File: config.mk
export PLATFORM = sky130hd
export DESIGN_NAME = mem_arbiter_flat
export DESIGN_NICKNAME = d
export VERILOG_FILES = /design/src/rtl/mem_arbiter_if.sv /design/src/rtl/mem_arbiter.sv /design/src/flat_wrapper.sv
export SDC_FILE = /design/constraint.sdc
export NUM_CORES = 1
export LEC_CHECK = 0
export CORE_ASPECT_RATIO = 1.4
export CORE_MARGIN = 2
export CORE_UTILIZATION = 25
export DETAILED_ROUTE_END_ITERATION = 6
export PLACE_DENSITY_LB_ADDON = 0.12
export REMOVE_ABC_BUFFERS = 1
export SLEW_MARGIN = 20
export SYNTH_ARGS = -nofsm -noshare
export SYNTH_HDL_FRONTEND = slang
export SYNTH_SLANG_ARGS = --single-unit
export TNS_END_PERCENT = 20
File: constraint.sdc
create_clock -name clk_i -period 2 [get_ports clk_i]
set_clock_uncertainty 0.2 [all_clocks]
set_input_delay 0.3 -clock clk_i [delete_from_list [all_inputs] [get_ports clk_i]]
set_output_delay 0.3 -clock clk_i [all_outputs]
set_load 0.01 [all_outputs]
File: src/rtl/mem_arbiter_if.sv
// ---------------------------------------------------------------------------
// mem_arbiter_if
// Bundles the requester-side and memory-side signals of mem_arbiter.
//
//   req       requester -> arbiter   per-requester request, bit i = requester i
//   write_in  requester -> arbiter   per-requester op (1 write, 0 read)
//   addr_in   requester -> arbiter   packed addresses, slice i = [i*ADDR_W +: ADDR_W]
//   wdata_in  requester -> arbiter   packed write data, sliced like addr_in
//   gnt       arbiter -> requester   one-hot combinational grant
//   rvalid    arbiter -> requester   one-hot, read data for requester i on rdata
//   rdata     arbiter -> requester   read data, straight from mem_dout
//   mem_en    arbiter -> memory      memory enable
//   mem_write arbiter -> memory      memory write strobe
//   mem_addr  arbiter -> memory      memory address
//   mem_din   arbiter -> memory      memory write data
//   mem_dout  memory  -> arbiter     registered memory read data
//
// slave  : the arbiter's view.
// master : the environment's view (requesters plus the memory itself).
// ---------------------------------------------------------------------------
interface mem_arbiter_if #(
   parameter int NUM_REQ = 2,
   parameter int DATA_W  = 16,
   parameter int ADDR_W  = 8
);
   logic [NUM_REQ-1:0]        req;
   logic [NUM_REQ-1:0]        write_in;
   logic [NUM_REQ*ADDR_W-1:0] addr_in;
   logic [NUM_REQ*DATA_W-1:0] wdata_in;
   logic [NUM_REQ-1:0]        gnt;
   logic [NUM_REQ-1:0]        rvalid;
   logic [DATA_W-1:0]         rdata;
   logic                      mem_en;
   logic                      mem_write;
   logic [ADDR_W-1:0]         mem_addr;
   logic [DATA_W-1:0]         mem_din;
   logic [DATA_W-1:0]         mem_dout;

   modport slave (
      input  req, write_in, addr_in, wdata_in, mem_dout,
      output gnt, rvalid, rdata, mem_en, mem_write, mem_addr, mem_din
   );

   modport master (
      output req, write_in, addr_in, wdata_in, mem_dout,
      input  gnt, rvalid, rdata, mem_en, mem_write, mem_addr, mem_din
   );
endinterface

File: src/rtl/mem_arbiter.sv
// ---------------------------------------------------------------------------
// mem_arbiter
// Shares one single-port memory among NUM_REQ requesters. Grants rotate
// round-robin; an owner keeps the port for up to MAX_BURST consecutive beats
// while it holds its request. Read data coming back from the memory's
// registered output is tagged with a one-hot rvalid for the requester that
// issued the read one cycle earlier.
//
// Ports
//   clk_i   clock, all state changes on the rising edge
//   rst_i   synchronous active-high reset
//   bus     mem_arbiter_if.slave, requester handshake plus memory pins
// ---------------------------------------------------------------------------
module mem_arbiter #(
   parameter int NUM_REQ   = 2,
   parameter int DATA_W    = 16,
   parameter int ADDR_W    = 8,
   parameter int MAX_BURST = 4
) (
   input  logic          clk_i,
   input  logic          rst_i,
   mem_arbiter_if.slave  bus
);

   localparam int IDX_W = (NUM_REQ > 1) ? $clog2(NUM_REQ) : 1;
   localparam int CNT_W = $clog2(MAX_BURST + 1);
   localparam logic [CNT_W-1:0] MAX_CNT = CNT_W'(MAX_BURST);
   localparam logic [CNT_W-1:0] ONE_CNT = CNT_W'(1);

   typedef enum logic {
      IDLE = 1'b0,
      OWN  = 1'b1
   } state_t;

   state_t              state_q;
   logic [IDX_W-1:0]    owner_q;
   logic [IDX_W-1:0]    rr_ptr_q;
   logic [CNT_W-1:0]    beat_cnt_q;
   logic [NUM_REQ-1:0]  rvalid_q;

   // Per-requester views of the packed buses
   logic [ADDR_W-1:0]   addr_arr  [NUM_REQ];
   logic [DATA_W-1:0]   wdata_arr [NUM_REQ];

   logic                keep;
   logic [IDX_W-1:0]    base_idx;
   logic [IDX_W-1:0]    gnt_idx;
   logic                beat;
   logic                read_beat;
   logic [NUM_REQ-1:0]  gnt_vec;

   function automatic logic [IDX_W-1:0] inc_wrap(input logic [IDX_W-1:0] v);
      if (int'(v) == NUM_REQ - 1)
         return '0;
      return v + 1'b1;
   endfunction

   genvar gi;
   generate
      for (gi = 0; gi < NUM_REQ; gi++) begin : g_slice
         assign addr_arr[gi]  = bus.addr_in[gi*ADDR_W +: ADDR_W];
         assign wdata_arr[gi] = bus.wdata_in[gi*DATA_W +: DATA_W];
         assign gnt_vec[gi]   = beat && (gnt_idx == IDX_W'(gi));
      end
   endgenerate

   // Grant selection. The current owner keeps the port while it still
   // requests and has burst budget left; otherwise the search starts just
   // past the owner so that an exhausted owner only wins if nobody else asks.
   always_comb begin
      int s;
      keep     = (state_q == OWN) && bus.req[owner_q] && (beat_cnt_q < MAX_CNT);
      base_idx = (state_q == OWN) ? inc_wrap(owner_q) : rr_ptr_q;
      gnt_idx  = '0;
      beat     = 1'b0;
      // Scan from farthest to nearest so the nearest requester is the last
      // (winning) assignment.
      for (int k = NUM_REQ - 1; k >= 0; k--) begin
         s = int'(base_idx) + k;
         if (s >= NUM_REQ)
            s = s - NUM_REQ;
         if (bus.req[s]) begin
            gnt_idx = IDX_W'(s);
            beat    = 1'b1;
         end
      end
      if (keep)
         gnt_idx = owner_q;
      if (rst_i)
         beat = 1'b0;
   end

   assign read_beat     = beat && !bus.write_in[gnt_idx];

   assign bus.gnt       = gnt_vec;
   assign bus.mem_en    = beat;
   assign bus.mem_write = beat && bus.write_in[gnt_idx];
   assign bus.mem_addr  = beat ? addr_arr[gnt_idx]  : '0;
   assign bus.mem_din   = beat ? wdata_arr[gnt_idx] : '0;
   assign bus.rvalid    = rvalid_q;
   assign bus.rdata     = bus.mem_dout;

   // Ownership FSM plus the read-return tag pipeline
   always_ff @(posedge clk_i) begin
      if (rst_i) begin
         state_q    <= IDLE;
         owner_q    <= '0;
         rr_ptr_q   <= '0;
         beat_cnt_q <= '0;
         rvalid_q   <= '0;
      end else begin
         // Memory output is registered, so the tag lags the beat by one cycle
         rvalid_q <= read_beat ? gnt_vec : '0;
         if (!beat) begin
            state_q    <= IDLE;
            owner_q    <= '0;
            beat_cnt_q <= '0;
         end else if (keep) begin
            beat_cnt_q <= beat_cnt_q + 1'b1;
         end else begin
            // New owner, or the exhausted owner re-granted after rotation
            state_q    <= OWN;
            owner_q    <= gnt_idx;
            beat_cnt_q <= ONE_CNT;
            rr_ptr_q   <= inc_wrap(gnt_idx);
         end
      end
   end

endmodule

File: src/flat_wrapper.sv
// flat-port wrapper written by rule: the top's interface ports become plain ports
module mem_arbiter_flat 
#(
   parameter int NUM_REQ   = 2,
   parameter int DATA_W    = 16,
   parameter int ADDR_W    = 8,
   parameter int MAX_BURST = 4
)
  (clk_i, rst_i, bus_req, bus_write_in, bus_addr_in, bus_wdata_in, bus_mem_dout, bus_gnt, bus_rvalid, bus_rdata, bus_mem_en, bus_mem_write, bus_mem_addr, bus_mem_din);
  mem_arbiter_if #(.NUM_REQ(NUM_REQ), .DATA_W(DATA_W), .ADDR_W(ADDR_W)) bus_i ();
  input  logic clk_i;
  input  logic rst_i;
  input wire logic [$bits(bus_i.req)-1:0] bus_req;
  input wire logic [$bits(bus_i.write_in)-1:0] bus_write_in;
  input wire logic [$bits(bus_i.addr_in)-1:0] bus_addr_in;
  input wire logic [$bits(bus_i.wdata_in)-1:0] bus_wdata_in;
  input wire logic [$bits(bus_i.mem_dout)-1:0] bus_mem_dout;
  output wire logic [$bits(bus_i.gnt)-1:0] bus_gnt;
  output wire logic [$bits(bus_i.rvalid)-1:0] bus_rvalid;
  output wire logic [$bits(bus_i.rdata)-1:0] bus_rdata;
  output wire logic [$bits(bus_i.mem_en)-1:0] bus_mem_en;
  output wire logic [$bits(bus_i.mem_write)-1:0] bus_mem_write;
  output wire logic [$bits(bus_i.mem_addr)-1:0] bus_mem_addr;
  output wire logic [$bits(bus_i.mem_din)-1:0] bus_mem_din;
  assign bus_i.req = bus_req;
  assign bus_i.write_in = bus_write_in;
  assign bus_i.addr_in = bus_addr_in;
  assign bus_i.wdata_in = bus_wdata_in;
  assign bus_i.mem_dout = bus_mem_dout;
  assign bus_gnt = bus_i.gnt;
  assign bus_rvalid = bus_i.rvalid;
  assign bus_rdata = bus_i.rdata;
  assign bus_mem_en = bus_i.mem_en;
  assign bus_mem_write = bus_i.mem_write;
  assign bus_mem_addr = bus_i.mem_addr;
  assign bus_mem_din = bus_i.mem_din;
  mem_arbiter #(.NUM_REQ(NUM_REQ), .DATA_W(DATA_W), .ADDR_W(ADDR_W), .MAX_BURST(MAX_BURST)) u_core (.clk_i(clk_i), .rst_i(rst_i), .bus(bus_i));
endmodule
## After elaboration in Yosys (flattened, before gate mapping)

Cells that the tools add are included.

- Flip-flop bits (word level): 8
- Bits of input ports: 70
- Output and inout bits: 46
- Logic and storage cells: 73

- $add $sub $neg: 6
- Order comparisons: 8
- Multiplexer cells: 37
- Bitwise operators: 5
- Reductions and logical operators: 11

Operator list:

| kind | number |
|---|---|
| 32-bit by 3-bit less-than comparator with 1-bit output, second input constant | 2 |
| 16-bit 2-to-1 mux | 4 |
| 32-bit 2-to-1 mux | 2 |
| 32-bit by 3-bit greater-or-equal comparator with 1-bit output, second input constant | 1 |
| 8-bit 2-to-1 mux | 4 |
| 32-bit by 3-bit subtractor with 32-bit output, second input constant | 1 |
| 1-bit 2-to-1 mux | 27 |
| 1-bit logical AND | 6 |
| 1-bit by 2-bit less-than comparator with 1-bit output, second input constant | 2 |
| 1-bit NOT | 4 |
| 2-bit OR reduction | 2 |
| 3-bit by 1-bit adder with 3-bit output, second input constant | 1 |
| 3-bit less-than comparator, second input constant | 1 |
| 3-bit OR reduction | 1 |
| 1-bit by 2-bit subtractor with 3-bit output, second input constant | 1 |
| 1-bit adder, second input constant | 2 |
| 1-bit by 1-bit adder with 2-bit output, second input constant | 1 |
| 1-bit by 2-bit greater-or-equal comparator with 1-bit output, second input constant | 1 |
| 2-bit greater-or-equal comparator, second input constant | 1 |
| 1-bit NOT with 2-bit output | 1 |
| 2-bit AND reduction | 1 |
| 1-bit logical NOT | 1 |

## Logic depth before layout (Yosys ltp)

- Word-level depth: 18
- Mapped depth: 5
- Mapped depth without buffers: 3

## Worst setup path before layout

No wires, ideal clock.

- Path type: register -> output
- From: reg u_core.owner_q
- To: out bus_gnt[0]
- Data arrival time: 1310 ps
- Data required time: 1500 ps
- Setup slack: 190 ps
- Stages on the path, launching flop included: 6
- Buffers on the path: 2
- Cells stage by stage: dfxtp_1 > xor2_1 > a311o_1 > buf_6 > buf_6 > nor2_1

- Cells in the longest elaborated chain, start to end: 14
- Elaborated cells between the ends (all ways): 29
- Classes of those cells: 4 x add/sub; 2 x order compare; 19 x mux; 1 x bitwise; 3 x reduce/logical

Ends and longest elaborated chain:

| what | line | RTL |
|---|---|---|
| start, declared | mem_arbiter.sv:36 | `logic [IDX_W-1:0] owner_q;` |
| start signal, assigned | mem_arbiter.sv:123 | `owner_q <= gnt_idx;` |
| 1-bit adder / 1-bit 2-to-1 mux (equally long branches) | mem_arbiter.sv:55, mem_arbiter.sv:53 |  |
| 1-bit 2-to-1 mux | mem_arbiter.sv:55 | `return v + 1'b1;` |
| 1-bit 2-to-1 mux | mem_arbiter.sv:73 | `base_idx = (state_q == OWN) ? inc_wrap(owner_q) : rr_ptr_q;` |
| 1-bit by 1-bit adder with 2-bit output | mem_arbiter.sv:79 | `s = int'(base_idx) + k;` |
| 32-bit by 3-bit subtractor with 32-bit output / 32-bit by 3-bit greater-or-equal comparator with 1-bit output (equally long branches) | mem_arbiter.sv:81, mem_arbiter.sv:80 |  |
| 32-bit 2-to-1 mux | mem_arbiter.sv:80 | `if (s >= NUM_REQ)` |
| 1-bit 2-to-1 mux (not written as such) (3 in series) | mem_arbiter.sv:82 | `if (bus.req[s]) begin` |
| 1-bit 2-to-1 mux (2 in series) | mem_arbiter.sv:82 |  |
| 1-bit 2-to-1 mux | mem_arbiter.sv:87 | `if (keep)` |
| 1-bit NOT | mem_arbiter.sv:63 | `assign gnt_vec[gi] = beat && (gnt_idx == IDX_W'(gi));` |
| 1-bit logical AND * | mem_arbiter.sv:63 |  |
| end, declared | flat_wrapper.sv:18 | `output wire logic [$bits(bus_i.gnt)-1:0] bus_gnt;` |

Mark *: on every way between the ends. The rest lies on a longest branch, timed or not. The select of a mux whose other input is x is not followed.

## Worst setup path after layout

- From: reg u_core.state_q
- To: out bus_mem_write

- Cells in the longest elaborated chain, start to end: 13
- Elaborated cells between the ends (all ways): 25
- Classes of those cells: 3 x add/sub; 2 x order compare; 17 x mux; 3 x reduce/logical

Ends and longest elaborated chain:

| what | line | RTL |
|---|---|---|
| start, declared | mem_arbiter.sv:35 | `state_t state_q;` |
| start signal, assigned | mem_arbiter.sv:106 | `state_q <= IDLE;` |
| start signal, assigned | mem_arbiter.sv:115 | `state_q <= IDLE;` |
| start signal, assigned | mem_arbiter.sv:122 | `state_q <= OWN;` |
| 1-bit 2-to-1 mux | mem_arbiter.sv:73 |  |
| 1-bit by 1-bit adder with 2-bit output | mem_arbiter.sv:79 |  |
| 32-bit by 3-bit subtractor with 32-bit output / 32-bit by 3-bit greater-or-equal comparator with 1-bit output (equally long branches) | mem_arbiter.sv:81, mem_arbiter.sv:80 |  |
| 32-bit 2-to-1 mux | mem_arbiter.sv:80 |  |
| 1-bit 2-to-1 mux (not written as such) (3 in series) | mem_arbiter.sv:82 |  |
| 1-bit 2-to-1 mux (2 in series) | mem_arbiter.sv:82 |  |
| 1-bit 2-to-1 mux | mem_arbiter.sv:87 |  |
| 1-bit 2-to-1 mux (not written as such) (2 in series) | mem_arbiter.sv:97 | `assign bus.mem_write = beat && bus.write_in[gnt_idx];` |
| 1-bit logical AND * | mem_arbiter.sv:97 |  |
| end, declared | flat_wrapper.sv:22 | `output wire logic [$bits(bus_i.mem_write)-1:0] bus_mem_write;` |

Marked as above.

==> qor.txt <==
Logic pwr share - 56.9%
routed length per placed instance - 14.2 µm
Max Cap Viol - 0
CORE AREA - 4500 µm²
library cells used by synthesis - 27
most frequent cells in the layout - clkdlybuf4s50_1 (52), inv_1 (26), nand2b_1 (25), buf_2 (25), o32ai_2 (17)
1st-pass router iterations - 3
headroom to the max-slew limit - 84.4%
CP Class - flop to output port
Tot Pwr - 0.850 mW
largest net degree at the start of global routing - 31
warning count from the yosys run - 0
DRT Wirelength - 4.09 mm
number of port buffers - 83
gr ovfl total - 0
Synth area leader - o32ai_2
CP required - 1.50 ns
syn_area_per_cell - 8.35 µm²
failing checks - negative setup slack
Critical Path Slowest Stage Cell - dfxtp_4
num ports - 116
# DRC - 0
power density cells - 372 nW/µm²
Initial Util - 26.0%
worst vdd ir - 0.264 mV
routed vias - 1,319
Final Wtd Congestion - 0.770
Post-Synthesis Cells - 140
Pleak - 0.979 nW
Die ar. - 5250 µm²
Rows - 29
sw frac - 31.6%
number of global-route vias before repair - 1,422
post-synthesis sequential area ratio - 13.7%
Synth area leaders - o32ai_2 (25%), dfxtp_1 (14%), nand2b_1 (13%)
Internal - 0.581 mW
Crit. End Element - output port
Final Hold Fails - 0
GRT Util Overall - 15.6%
Hold WC Path Type - flop to flop
Clock Power Share - 22.7%
fin crit share - 110%
initial antenna violation count - 0
fin crit period - 2.19 ns
share of the synthesized area in the top cell type - 25.1%
synth-to-layout area growth - 95.3%
root buffer cell - clkbuf_8
DR iter-0 viols - 17
layout cell share with drive strength beyond 1 - 40.4%
f_max - 0.456 GHz
Critical Path Source Type - flop
fin. max-slew vios - 0
CTS clk-pin slew, worst paths - 0.04 ns
Sink Count - 8
post-layout net count - 298
final setup vio count - 27
Worst Tran Pin Value - 0.234 ns
post-DP HPWL - 3.02 mm
max incr delay on CP - 0.35 ns
largest fanout on the critical path - 6
cell family with most CP delay - buffers and inverters
Via-to-Cell Ratio - 4.60
global-route wire length before repair - 6.32 mm
P_sw - 0.268 mW
most common cell after layout, fill and taps aside - clkdlybuf4s50_1
diode count - 0
clock latency on the worst-skew pair - 0.23 ns
status - complete, but fails checks
TritonCTS Buffers - 3
CP Buf/Inv Count - 4
Post-Synthesis Cell Area - 1170 µm²
cell chain of the critical path - buf_6, or2_4, o221ai_4, buf_12, buf_12, o32ai_2, buf_2
RSZ-0062 raised after global routing - yes
Routed Antenna Nets - 0
die height - 84.9 µm
Chip Width - 61.8 µm
#FFs+latches synth - 8
CTS Hold Bufs - 0
min setup slack post-route - -0.191 ns
Seq pwr share - 20.4%
crit path DAT - 1.69 ns
CTS tree - yes
Setup TNS - -4.33 ns
Clock Path Buffers - 2
Most common cell on crit path - buf_12
H-tree levels - 1
## layout make-up
| type | instances | area [µm²] |
|---|---|---|
| fill | 472 | 2220 |
| timing repair buffer | 109 | 1020 |
| multi-input combinational | 78 | 873 |
| sequential | 8 | 165 |
| inverter | 27 | 101 |
| tap | 62 | 77.6 |
| clock buffer | 3 | 41.3 |
## registers in the layout, summed over array words and instances (netlist names)
| name | count |
|---|---|
| u_core.bus.rvalid | 2 |
| u_core.rr_ptr_q | 1 |
| u_core.owner_q | 1 |
| u_core.beat_cnt_q | 3 |
| u_core.state_q | 1 |
## worst paths after layout
kind / startpoint / endpoint / slack [ns] / depth (start not counted)
max: u_core.state_q / bus_mem_write / -0.19 / 7
min: u_core.beat_cnt_q[0] / u_core.beat_cnt_q[0] / 0.26 / 1
max reg2reg: u_core.state_q / u_core.bus.rvalid[1] / 0.31 / 7
min reg2reg: u_core.beat_cnt_q[0] / u_core.beat_cnt_q[0] / 0.26 / 1
## worst register-to-register path, cell delays in order, from the launching register on
cell and delay, ns:
dfxtp_4 0.35, buf_6 0.12, or2_4 0.25, o221ai_4 0.25
buf_12 0.16, buf_12 0.12, buf_4 0.10, nor3_2 0.03
## logic make-up (layout without fill, tap and decap cells)
family / Yosys count / after routing / synth area share [%]
and+or+nand+nor: 44 / 44 / 22.8
muxes: 1 / 1 / 0.857
buffers and inverters: 54 / 139 / 25.7
adders and majority gates: 1 / 1 / 1.07
DFF: 8 / 8 / 13.7
xor gates and xnor gates: 1 / 1 / 0.750
AOI/OAI and AO/OA: 31 / 31 / 35.1
## power groups by stage
stage / logic, mW / registers [mW] / clock network [mW]
after floorplan: 0.150 / 0.176 / 0
after global placement: 0.423 / 0.175 / 0
after detailed placement: 0.428 / 0.175 / 0
after CTS: 0.456 / 0.174 / 0.200
after global routing: 0.517 / 0.174 / 0.206
final: 0.483 / 0.174 / 0.193
## synthesized netlist by cell type (all sizes together)
master and n:
a21boi 1, a221oi 1, a311o 1, a32o 1, and2 2, and3b 1
buf 21, clkbuf 6, dfxtp 8, ha 1, inv 27, mux2i 1
nand2 1, nand2b 25, nand3 1, nand3b 1, nor2 7, nor3 3
o21ai 1, o221ai 1, o32ai 25, or2 1, or2b 2, xor2 1
## routing by layer
layer | up-vias | global-route usage [%] | routed length (µm)
met2 | 80 | 26.6 | 2090
met1 | 600 | 17.5 | 1500
met3 | 4 | 5.95 | 440
li1 | 635 | - | -
met5 | - | 0 | 0
met4 | 0 | 4.26 | 52
## through the flow
step           instance area [µm²]  utilization [%]  cells  hold WS [ns]  worst slack (ns)
2_1_floorplan                  970                -    113         0.169            -0.341
4_1_cts                       2170             48.2    286         0.260            -0.288
3_5_place_dp                  2070             45.9    274         0.254            -0.675
3_3_place_gp                  2070             45.9    274         0.237            -0.668
6_report                      2280             50.7    287         0.257            -0.191
5_1_grt                       2280             50.7    287         0.290            -0.252
## timing repair
item                                    in CTS  in global routing
cloned                                       2                  0
pin swaps                                    4                 10
endpoints found under the setup margin      28                 27
gates resized for setup                    127                 18
setup buffers                                7                  3
Note: power is estimated with default switching activity, not from simulation.
